`src/rtl/note_tone_gen_if.sv`:
```
// Note command channel: valid/ready handshake carrying a note code and octave shift.
//   note_valid  master->slave  command valid
//   note_ready  slave->master  command slot free
//   note        master->slave  0..6 = C..B, 7..15 = rest
//   octave      master->slave  octave shift (halves the half-period per step)
interface note_tone_gen_if #(
    parameter int unsigned OCT_W = 2
) ();
    logic             note_valid;
    logic             note_ready;
    logic [3:0]       note;
    logic [OCT_W-1:0] octave;

    modport master (
        output note_valid,
        output note,
        output octave,
        input  note_ready
    );

    modport slave (
        input  note_valid,
        input  note,
        input  octave,
        output note_ready
    );
endinterface

```
`src/rtl/note_tone_gen.sv`:
```
// Square-wave tone generator fed by note/octave commands over a valid/ready channel.
// A command waits in a one-deep pending slot and is applied only at a full-period
// boundary (tone_out falling edge), so pitch changes and stops never glitch the output.
//   clk, rst    system clock, synchronous active-high reset
//   bus         note command channel (slave side)
//   note_on     level enable; 0 stops playback at the next glitch-free point
//   tone_out    50% duty square wave
//   playing     1 while in PLAY
//   div_value   active half-period in clocks; 0 when idle
module note_tone_gen #(
    parameter int unsigned CLK_FREQ = 100_000_000,
    parameter int unsigned FREQ_C   = 261,
    parameter int unsigned FREQ_D   = 294,
    parameter int unsigned FREQ_E   = 329,
    parameter int unsigned FREQ_F   = 349,
    parameter int unsigned FREQ_G   = 392,
    parameter int unsigned FREQ_A   = 440,
    parameter int unsigned FREQ_B   = 493,
    parameter int unsigned CNT_W    = 32,
    parameter int unsigned OCT_W    = 2
) (
    input  logic                 clk,
    input  logic                 rst,
    note_tone_gen_if.slave       bus,
    input  logic                 note_on,
    output logic                 tone_out,
    output logic                 playing,
    output logic [CNT_W-1:0]     div_value
);

    localparam logic [0:0] IDLE = 1'b0;
    localparam logic [0:0] PLAY = 1'b1;

    localparam logic [CNT_W-1:0] BASE_C = CNT_W'(CLK_FREQ / (2 * FREQ_C));
    localparam logic [CNT_W-1:0] BASE_D = CNT_W'(CLK_FREQ / (2 * FREQ_D));
    localparam logic [CNT_W-1:0] BASE_E = CNT_W'(CLK_FREQ / (2 * FREQ_E));
    localparam logic [CNT_W-1:0] BASE_F = CNT_W'(CLK_FREQ / (2 * FREQ_F));
    localparam logic [CNT_W-1:0] BASE_G = CNT_W'(CLK_FREQ / (2 * FREQ_G));
    localparam logic [CNT_W-1:0] BASE_A = CNT_W'(CLK_FREQ / (2 * FREQ_A));
    localparam logic [CNT_W-1:0] BASE_B = CNT_W'(CLK_FREQ / (2 * FREQ_B));

    // Half-period for a note code, shifted down by the octave.
    function automatic logic [CNT_W-1:0] calc_div(input logic [3:0] n, input logic [OCT_W-1:0] o);
        logic [CNT_W-1:0] base;
        case (n)
            4'd0:    base = BASE_C;
            4'd1:    base = BASE_D;
            4'd2:    base = BASE_E;
            4'd3:    base = BASE_F;
            4'd4:    base = BASE_G;
            4'd5:    base = BASE_A;
            4'd6:    base = BASE_B;
            default: base = '0;
        endcase
        return base >> o;
    endfunction

    logic [0:0]       state, state_nxt;
    logic [CNT_W-1:0] counter, counter_nxt;
    logic [CNT_W-1:0] div_nxt;
    logic             tone_nxt;
    logic             playing_nxt;
    logic             pending, pending_nxt;
    logic [3:0]       pend_note, pend_note_nxt;
    logic [OCT_W-1:0] pend_oct, pend_oct_nxt;
    logic             ready, ready_nxt;

    logic             pend_rest_c;
    logic [CNT_W-1:0] pend_div_c;
    logic             at_end_c;

    assign pend_rest_c    = (pend_note > 4'd6);
    assign pend_div_c     = calc_div(pend_note, pend_oct);
    assign at_end_c       = (counter == div_value - CNT_W'(1));
    assign bus.note_ready = ready;

    // State and output registers.
    always_ff @(posedge clk) begin
        if (rst) begin
            state     <= IDLE;
            counter   <= '0;
            div_value <= '0;
            tone_out  <= 1'b0;
            playing   <= 1'b0;
            pending   <= 1'b0;
            pend_note <= '0;
            pend_oct  <= '0;
            ready     <= 1'b1;
        end else begin
            state     <= state_nxt;
            counter   <= counter_nxt;
            div_value <= div_nxt;
            tone_out  <= tone_nxt;
            playing   <= playing_nxt;
            pending   <= pending_nxt;
            pend_note <= pend_note_nxt;
            pend_oct  <= pend_oct_nxt;
            ready     <= ready_nxt;
        end
    end

    // Next-state and output logic.
    always_comb begin
        state_nxt     = state;
        counter_nxt   = counter;
        div_nxt       = div_value;
        tone_nxt      = tone_out;
        pending_nxt   = pending;
        pend_note_nxt = pend_note;
        pend_oct_nxt  = pend_oct;

        case (state)
            IDLE: begin
                // A pending command waits here until note_on allows it to start.
                if (pending && note_on) begin
                    pending_nxt = 1'b0;
                    if (!pend_rest_c) begin
                        state_nxt   = PLAY;
                        div_nxt     = pend_div_c;
                        counter_nxt = '0;
                        tone_nxt    = 1'b0;
                    end
                end
            end
            PLAY: begin
                if (!tone_out && !note_on) begin
                    // Output already low: stopping now cannot glitch.
                    state_nxt   = IDLE;
                    div_nxt     = '0;
                    counter_nxt = '0;
                    pending_nxt = 1'b0;
                end else if (at_end_c) begin
                    counter_nxt = '0;
                    tone_nxt    = ~tone_out;
                    if (tone_out) begin
                        // Falling edge is the full-period boundary.
                        if (!note_on || (pending && pend_rest_c)) begin
                            state_nxt   = IDLE;
                            div_nxt     = '0;
                            pending_nxt = 1'b0;
                        end else if (pending) begin
                            div_nxt     = pend_div_c;
                            pending_nxt = 1'b0;
                        end
                    end
                end else begin
                    counter_nxt = counter + CNT_W'(1);
                end
            end
            default: begin
                state_nxt = IDLE;
            end
        endcase

        // ready mirrors !pending, so an accept never coincides with an apply.
        if (bus.note_valid && ready) begin
            pending_nxt   = 1'b1;
            pend_note_nxt = bus.note;
            pend_oct_nxt  = bus.octave;
        end

        ready_nxt   = !pending_nxt;
        playing_nxt = (state_nxt == PLAY);
    end

endmodule

```
`src/flat_wrapper.sv`:
```
// flat-port wrapper written by rule: the top's interface ports become plain ports
module note_tone_gen_flat 
#(
    parameter int unsigned CLK_FREQ = 100_000_000,
    parameter int unsigned FREQ_C   = 261,
    parameter int unsigned FREQ_D   = 294,
    parameter int unsigned FREQ_E   = 329,
    parameter int unsigned FREQ_F   = 349,
    parameter int unsigned FREQ_G   = 392,
    parameter int unsigned FREQ_A   = 440,
    parameter int unsigned FREQ_B   = 493,
    parameter int unsigned CNT_W    = 32,
    parameter int unsigned OCT_W    = 2
)
  (clk, rst, note_on, tone_out, playing, div_value, bus_note_valid, bus_note, bus_octave, bus_note_ready);
  note_tone_gen_if #(.OCT_W(OCT_W)) bus_i ();
  input  logic clk;
  input  logic rst;
  input  logic note_on;
  output logic tone_out;
  output logic playing;
  output logic [CNT_W-1:0] div_value;
  input wire logic [$bits(bus_i.note_valid)-1:0] bus_note_valid;
  input wire logic [$bits(bus_i.note)-1:0] bus_note;
  input wire logic [$bits(bus_i.octave)-1:0] bus_octave;
  output wire logic [$bits(bus_i.note_ready)-1:0] bus_note_ready;
  assign bus_i.note_valid = bus_note_valid;
  assign bus_i.note = bus_note;
  assign bus_i.octave = bus_octave;
  assign bus_note_ready = bus_i.note_ready;
  note_tone_gen #(.CLK_FREQ(CLK_FREQ), .FREQ_C(FREQ_C), .FREQ_D(FREQ_D), .FREQ_E(FREQ_E), .FREQ_F(FREQ_F), .FREQ_G(FREQ_G), .FREQ_A(FREQ_A), .FREQ_B(FREQ_B), .CNT_W(CNT_W), .OCT_W(OCT_W)) u_core (.clk(clk), .rst(rst), .bus(bus_i), .note_on(note_on), .tone_out(tone_out), .playing(playing), .div_value(div_value));
endmodule
```
`config.mk`:
```
export PLATFORM = sky130hd
export DESIGN_NAME = note_tone_gen_flat
export DESIGN_NICKNAME = d
export VERILOG_FILES = /design/src/rtl/note_tone_gen_if.sv /design/src/rtl/note_tone_gen.sv /design/src/flat_wrapper.sv
export SDC_FILE = /design/constraint.sdc
export NUM_CORES = 1
export LEC_CHECK = 0
export CORE_ASPECT_RATIO = 0.7
export CORE_MARGIN = 2
export CORE_UTILIZATION = 52
export DETAILED_ROUTE_END_ITERATION = 10
export PLACE_DENSITY_LB_ADDON = 0.05
export SLEW_MARGIN = 20
export SYNTH_ARGS = -nofsm -noshare
export SYNTH_HDL_FRONTEND = slang
export SYNTH_SLANG_ARGS = --single-unit
```
`constraint.sdc`:
```
create_clock -name clk -period 2.8 [get_ports clk]
set_input_delay 0.42 -clock clk [delete_from_list [all_inputs] [get_ports clk]]
set_output_delay 0.42 -clock clk [all_outputs]
set_load 0.005 [all_outputs]
```
* Yosys cells after proc, flatten, opt, wreduce, memory -nomap -nowiden
Cells that the tools add are included.
Operators by class: reductions and logical operators 12, bitwise operators 2, muxes and demuxes 32, equal/unequal tests 14, shift operators 1, $add $sub $neg 2, $lt $le $gt $ge 1
Operator list (count):
- 2-to-1 mux 32 bit | 11
- one-hot mux 32 bit (2 select lines) | 2
- one-hot mux 18 bit (7 select lines) | 1
- adder 32 x 1 -> 32 bit, second input constant | 1
- equality test 32 bit | 1
- >> shifter 18 x 2 -> 32 bit | 1
- subtractor 32 x 1 -> 32 bit, second input constant | 1
- 2-to-1 mux 1 bit | 15
- equality test 4 x 3 -> 1 bit, second input constant | 3
- equality test 4 x 2 -> 1 bit, second input constant | 2
- inequality test 2 bit, second input constant | 3
- one-hot mux 1 bit (2 select lines) | 3
- AND reduction 5 bit | 1
- equality test 4 x 1 -> 1 bit, second input constant | 1
- > comparator 4 x 3 -> 1 bit, second input constant | 1
- logical AND 1 bit | 4
- logical NOT 4 bit | 1
- inequality test 4 bit, second input constant | 1
- AND reduction 4 bit | 1
- logical NOT 1 bit | 3
- inequality test 3 x 2 -> 1 bit, second input constant | 1
- inequality test 3 bit, second input constant | 1
- inequality test 2 x 1 -> 1 bit, second input constant | 1
- inverter 1 bit | 2
- 2 further kinds | 2
Storage, ports and cells: register bits 74, logic and storage cells 72, input bits 10

* Longest topological paths before layout
Gate-level depths: netlist of the first run.
depth in word-level cells 9, gate-level depth with buffers 12

* Worst setup path before layout of the first run
OpenSTA, ideal clock, no wires.
path type reg2reg, start point reg u_core.div_value[0], end point reg u_core.counter[11], data required time 2.675 ns, cell stages (with the launch flop) 12, buffers on the path 2, clock period less this slack 2.850 ns, slack -0.050 ns, data arrival time 2.726 ns, cell sequence dfxtp_1 > inv_1 > ha_1 > xnor2_1 > or4_1 > nor4_1 > nand4b_1 > o31a_1 > buf_6 > buf_6 > a32oi_2 > o31ai_2
On the way: word-level cells in the longest chain between the ends 5
RTL lines:
- from (decl) | line note_tone_gen.sv:28 | output logic [CNT_W-1:0] div_value
- from (signal assigned) | line note_tone_gen.sv:92 | div_value <= div_nxt;
- subtractor 32 x 1 -> 32 bit | line note_tone_gen.sv:74 | assign at_end_c = (counter == div_value - CNT_W'(1));
- equality test 32 bit | line note_tone_gen.sv:74
- 2-to-1 mux 32 bit | line note_tone_gen.sv:132 | end else if (at_end_c) begin
- 2-to-1 mux 32 bit | line note_tone_gen.sv:126 | if (!tone_out && !note_on) begin
- one-hot mux 32 bit (2 select lines) | line note_tone_gen.sv:112 | case (state)
- to (signal assigned) | line note_tone_gen.sv:91 | counter <= counter_nxt;
- to (decl) | line note_tone_gen.sv:59 | logic [CNT_W-1:0] counter, counter_nxt;
Every way passes these cells. A chain may end at the register's enable or synchronous reset.

* Worst setup path in the final report of the first run
start point reg u_core.div_value[1], end point reg u_core.counter[31]
Same word-level chain as after synthesis.

==> results.toml, run 1 <==
[status]
status = "complete, but fails checks"
violations = "negative setup slack"

[setup_path]
worst_r2r_endpoint = "u_core.counter[31]"
cp.buffers_inverters = 5
arrival_ps = 3280
timing.reg2reg.worst_path_depth = 14
worst_path_max_delay_cell = "or4_4"
worst_setup_path_start_kind = "flip-flop"
critical_path.reg2reg.startpoint = "u_core.div_value[1]"
max_stage_delay_ps = 470
timing.critical_path.to_type = "flip-flop"
crit_family = "simple AND/OR/NAND/NOR gates"
setup.worst_path.class = "reg2reg"
cp_cell_sequence = "inv_4 > ha_4 > nor3b_4 > buf_4 > buf_6 > a21oi_2 > or4_4 > nor4_4 > nand4b_1 > buf_4 > o31a_1 > buf_12 > and3_4 > o21a_1"
crit_required_ps = 3040
rrSetupSlack_ps = -240
critPathMostFrequentCell = "buf_4"
worst_path_maximum_fanout = 14

[clock_network]
clk_pin_slew_ps = 60
tritoncts = "built"
cts_buffer_depth = 2
worstSkewPairLatency_ps = 340
clk_root_buffer_cell = "clkbuf_16"
cts_inserted_buffers = 9
clock_sinks = 60
h-tree-depth = 3

[power_and_ir_drop]
power.share.sequential_pct = 30.7
totalPowerFinal_mw = 2.922
switching_part_of_the_total_power_pct = 31.88
vdd_drop_max_uv = 378.8
power_density_mw_per_mm2 = 474.6
cellLeakagePower_nw = 2.414
p_int_mw = 1.990
clkPwrFrac_pct = 37.9
comb_power_share_pct = 31.4
p_switching_uw = 931.4

[synthesis]
yosysWarningCount = 0
postSynth.asyncResetShare_pct = 0
post_synthesis_average_cell_area_um2 = 7.605
synth_cells = 588
synth_top_cells_by_area = "dfxtp_1 (27%), nand2_1 (5.5%), a31oi_1 (4.3%), mux2i_1 (3.8%), nor2_1 (3.8%)"
yosysSeqAreaShare_pct = 26.86
count_of_flip_flops_with_a_built_in_enable_after_synthesis = 0
synth_largest_type_area_fraction_pct = 26.86
synth-seq-cells = 60
library_cell_with_the_largest_summed_area_after_synthesis = "dfxtp_1"
ys_types = 71
synth_top_flop_cell = "dfxtp_1"
synth_area_mm2 = 0.004472

[worst_hold_path]
hold_path_startpoint = "u_core.pend_note[3]"
worst_hold_path.num_cells = 2
hold-path-endpoint = "u_core.pend_note[3]"
hold_path_class = "reg2reg"

[timing]
min_period_over_period_pct = 108.6
fin_setup_tns_ps = -7189
count_of_final_setup_violators = 50
maxSlewHeadroom_pct = 44.62
timing.clock.skew_ps = 7.906
fmaxAchievable_mhz = 328.7
timing_max_transition_violations_final = 0
rsz0062_at_grt = "true"
worst_pin_slew_ps = 822.0
finalWorstPathRequiredPeriod_ps = 3042
finalHoldViolCount = 0
fin_ws_ps = -242.1

[floorplan]
floorplan.die.height_um = 81.59
initial_core_util_pct = 53.18
core_mm2 = 0.008408
fp.dieArea_mm2 = 0.009369
io_pins = 45
die-width_um = 114.8
core.rowCount = 28

[global_routing]
first_global_vias = 4528
grt_max_degree = 35
grt_remaining_overflow = 0
grt_use_total_pct = 32.15
antenna_found_initial = 0
global_route_wire_length_before_repair_um = 23380

[routing]
drt_wl_total_um = 15580
drt_iter0_markers = 701
post_drt_wl_per_cell_um = 19.69
post_detailed_route_drc_marker_count = 0
vias_per_cell = 6.455
ant_nets = 0
routed-via-count = 5106
firstDrtPassIters = 5

[flow_run]
maxCapViolCount = 0

[place]
dp_hpwl_um = 9745
place_congestion = 0.9512
portBuffers = 30
dp_worst_setup_slack_ps = -212.5

[final_layout]
fillers = 637
number_of_antenna_repair_diodes = 0
layout-drive-gt1-share_pct = 25.80
flow.area_growth_from_synthesis_pct = 37.66
final_nets = 693
[worst max path at each step]
| stage | start | endpoint | slack, ps | cells past startpoint |
|---|---|---|---|---|
| after global routing | u_core.div_value[0] | u_core.counter[11] | -320 | 11 |
| after detailed placement | u_core.div_value[1] | u_core.counter[31] | -210 | 10 |
| after CTS | u_core.div_value[1] | u_core.counter[28] | -90 | 14 |
| after global placement | u_core.div_value[1] | u_core.counter[31] | -150 | 10 |
| final | u_core.div_value[1] | u_core.counter[31] | -240 | 14 |
| after floorplan | u_core.div_value[0] | u_core.counter[11] | 7 | 12 |
[logic make-up (layout without fill, tap and decap cells)]
family | Yosys count | count (layout) | synth area share (%)
simple gates | 248 | 248 | 29.88
compound gates | 160 | 161 | 25.13
buf+inv | 74 | 158 | 8.338
flops | 60 | 60 | 26.86
xor+xnor | 23 | 23 | 4.505
mux | 20 | 20 | 4.644
fa+ha+maj | 2 | 2 | 0.5595
other cells | 1 | 14 | 0.08386
[tightest hold or removal path, stage by stage, from the launching register on]
cell and delay [ps]:
dfxtp_1 320, nand2_1 60, a21oi_1 50
[power by group through the flow]
stage,Sequential [mW],Combinational [mW],Clock (mW)
5_1_grt,0.899,0.977,1.15
4_1_cts,0.897,0.829,1.11
3_5_place_dp,0.913,0.709,0
6_report,0.897,0.918,1.11
3_3_place_gp,0.913,0.694,0
2_1_floorplan,0.918,0.452,0
[layout by cell type (no fill, tap or decap), drive strengths merged, types with 8 or more instances in the layout]
master         instances
a21oi                 31
a31oi                 31
a32o                   9
and2                   8
and3                  17
buf                   92
clkbuf                12
clkdlybuf4s50         30
conb                  14
dfxtp                 60
inv                   17
mux2i                 17
nand2                 66
nand3                 19
nand4                 15
nor2                  47
nor2b                 11
nor3                  16
nor4                   9
o21ai                 27
or3                    9
or4                   10
xnor2                 14
xor2                   9
[synthesized netlist by cell type (10+ instances only)]
library cell   n
nand4_1       14
buf_4         15
nor3_1        16
dfxtp_1       60
xnor2_1       14
inv_1         17
nand3_1       19
nand2_1       66
or4_1         10
a31oi_1       31
and3_1        17
mux2i_1       17
clkbuf_1      31
o21ai_0       25
nor2_1        45
nor2b_1       11
a21oi_1       31
[per-layer routing]
metal,global-route usage (%),part of all wire [%],vias up
met4,9.880,1.9,0
met5,0,0,-
met3,8.118,11,35
met2,46.12,42,320
met1,46.99,45,2391
li1,-,-,2360
[timing repair]
item | in CTS | in global routing
hold buffers | 0 | 0
pin swaps | 27 | 27
cloned | 4 | 2
hold endpoints to repair | 0 | 0
setup buffers | 16 | 6
resized for setup | 37 | 46
endpoints found under the setup margin | 53 | 53
[per-stage QoR]
step | cell area (um^2) | hold slack [ps] | cells | util [%]
final | 6156 | 477.1 | 791 | 73.21
after global routing | 6156 | 529.8 | 791 | 73.21
after CTS | 5894 | 477.3 | 786 | 70.10
after detailed placement | 5224 | 469.5 | 750 | 62.13
after global placement | 5224 | 466.2 | 750 | 62.13
after floorplan | 4522 | 449.8 | 601 | -
[cell type report]
type | count | area, um^2 | area share (%)
clock inverters | 6 | 65.06 | 1.057
flip-flops and latches | 60 | 1209 | 19.63
inverters | 18 | 72.57 | 1.179
repair buffers | 124 | 1141 | 18.54
clock buffers | 10 | 229.0 | 3.720
multi-input cells | 468 | 3308 | 53.74
well taps | 105 | 131.4 | 2.134
[state kept, by name (all words and copies together), names as in the netlist]
name,cells
u_core.pending,1
u_core.pend_oct,2
u_core.pend_note,4
u_core.tone_out,1
u_core.state,1
u_core.counter,32
u_core.div_value,18
u_core.bus.note_ready,1
Power figures use the tool's default switching activity.
==> run 2, diff against run 1 <==
--- a/config.mk
+++ b/config.mk
@@ -5,12 +5,13 @@
 export SDC_FILE = /design/constraint.sdc
 export NUM_CORES = 1
 export LEC_CHECK = 0
+export CAP_MARGIN = 0
 export CORE_ASPECT_RATIO = 0.7
 export CORE_MARGIN = 2
 export CORE_UTILIZATION = 52
 export DETAILED_ROUTE_END_ITERATION = 10
 export PLACE_DENSITY_LB_ADDON = 0.05
-export SLEW_MARGIN = 20
+export SLEW_MARGIN = 10
 export SYNTH_ARGS = -nofsm -noshare
 export SYNTH_HDL_FRONTEND = slang
 export SYNTH_SLANG_ARGS = --single-unit
==> results of run 2 <==
The final DEF is identical to that of run 1; final timing and power are the same.
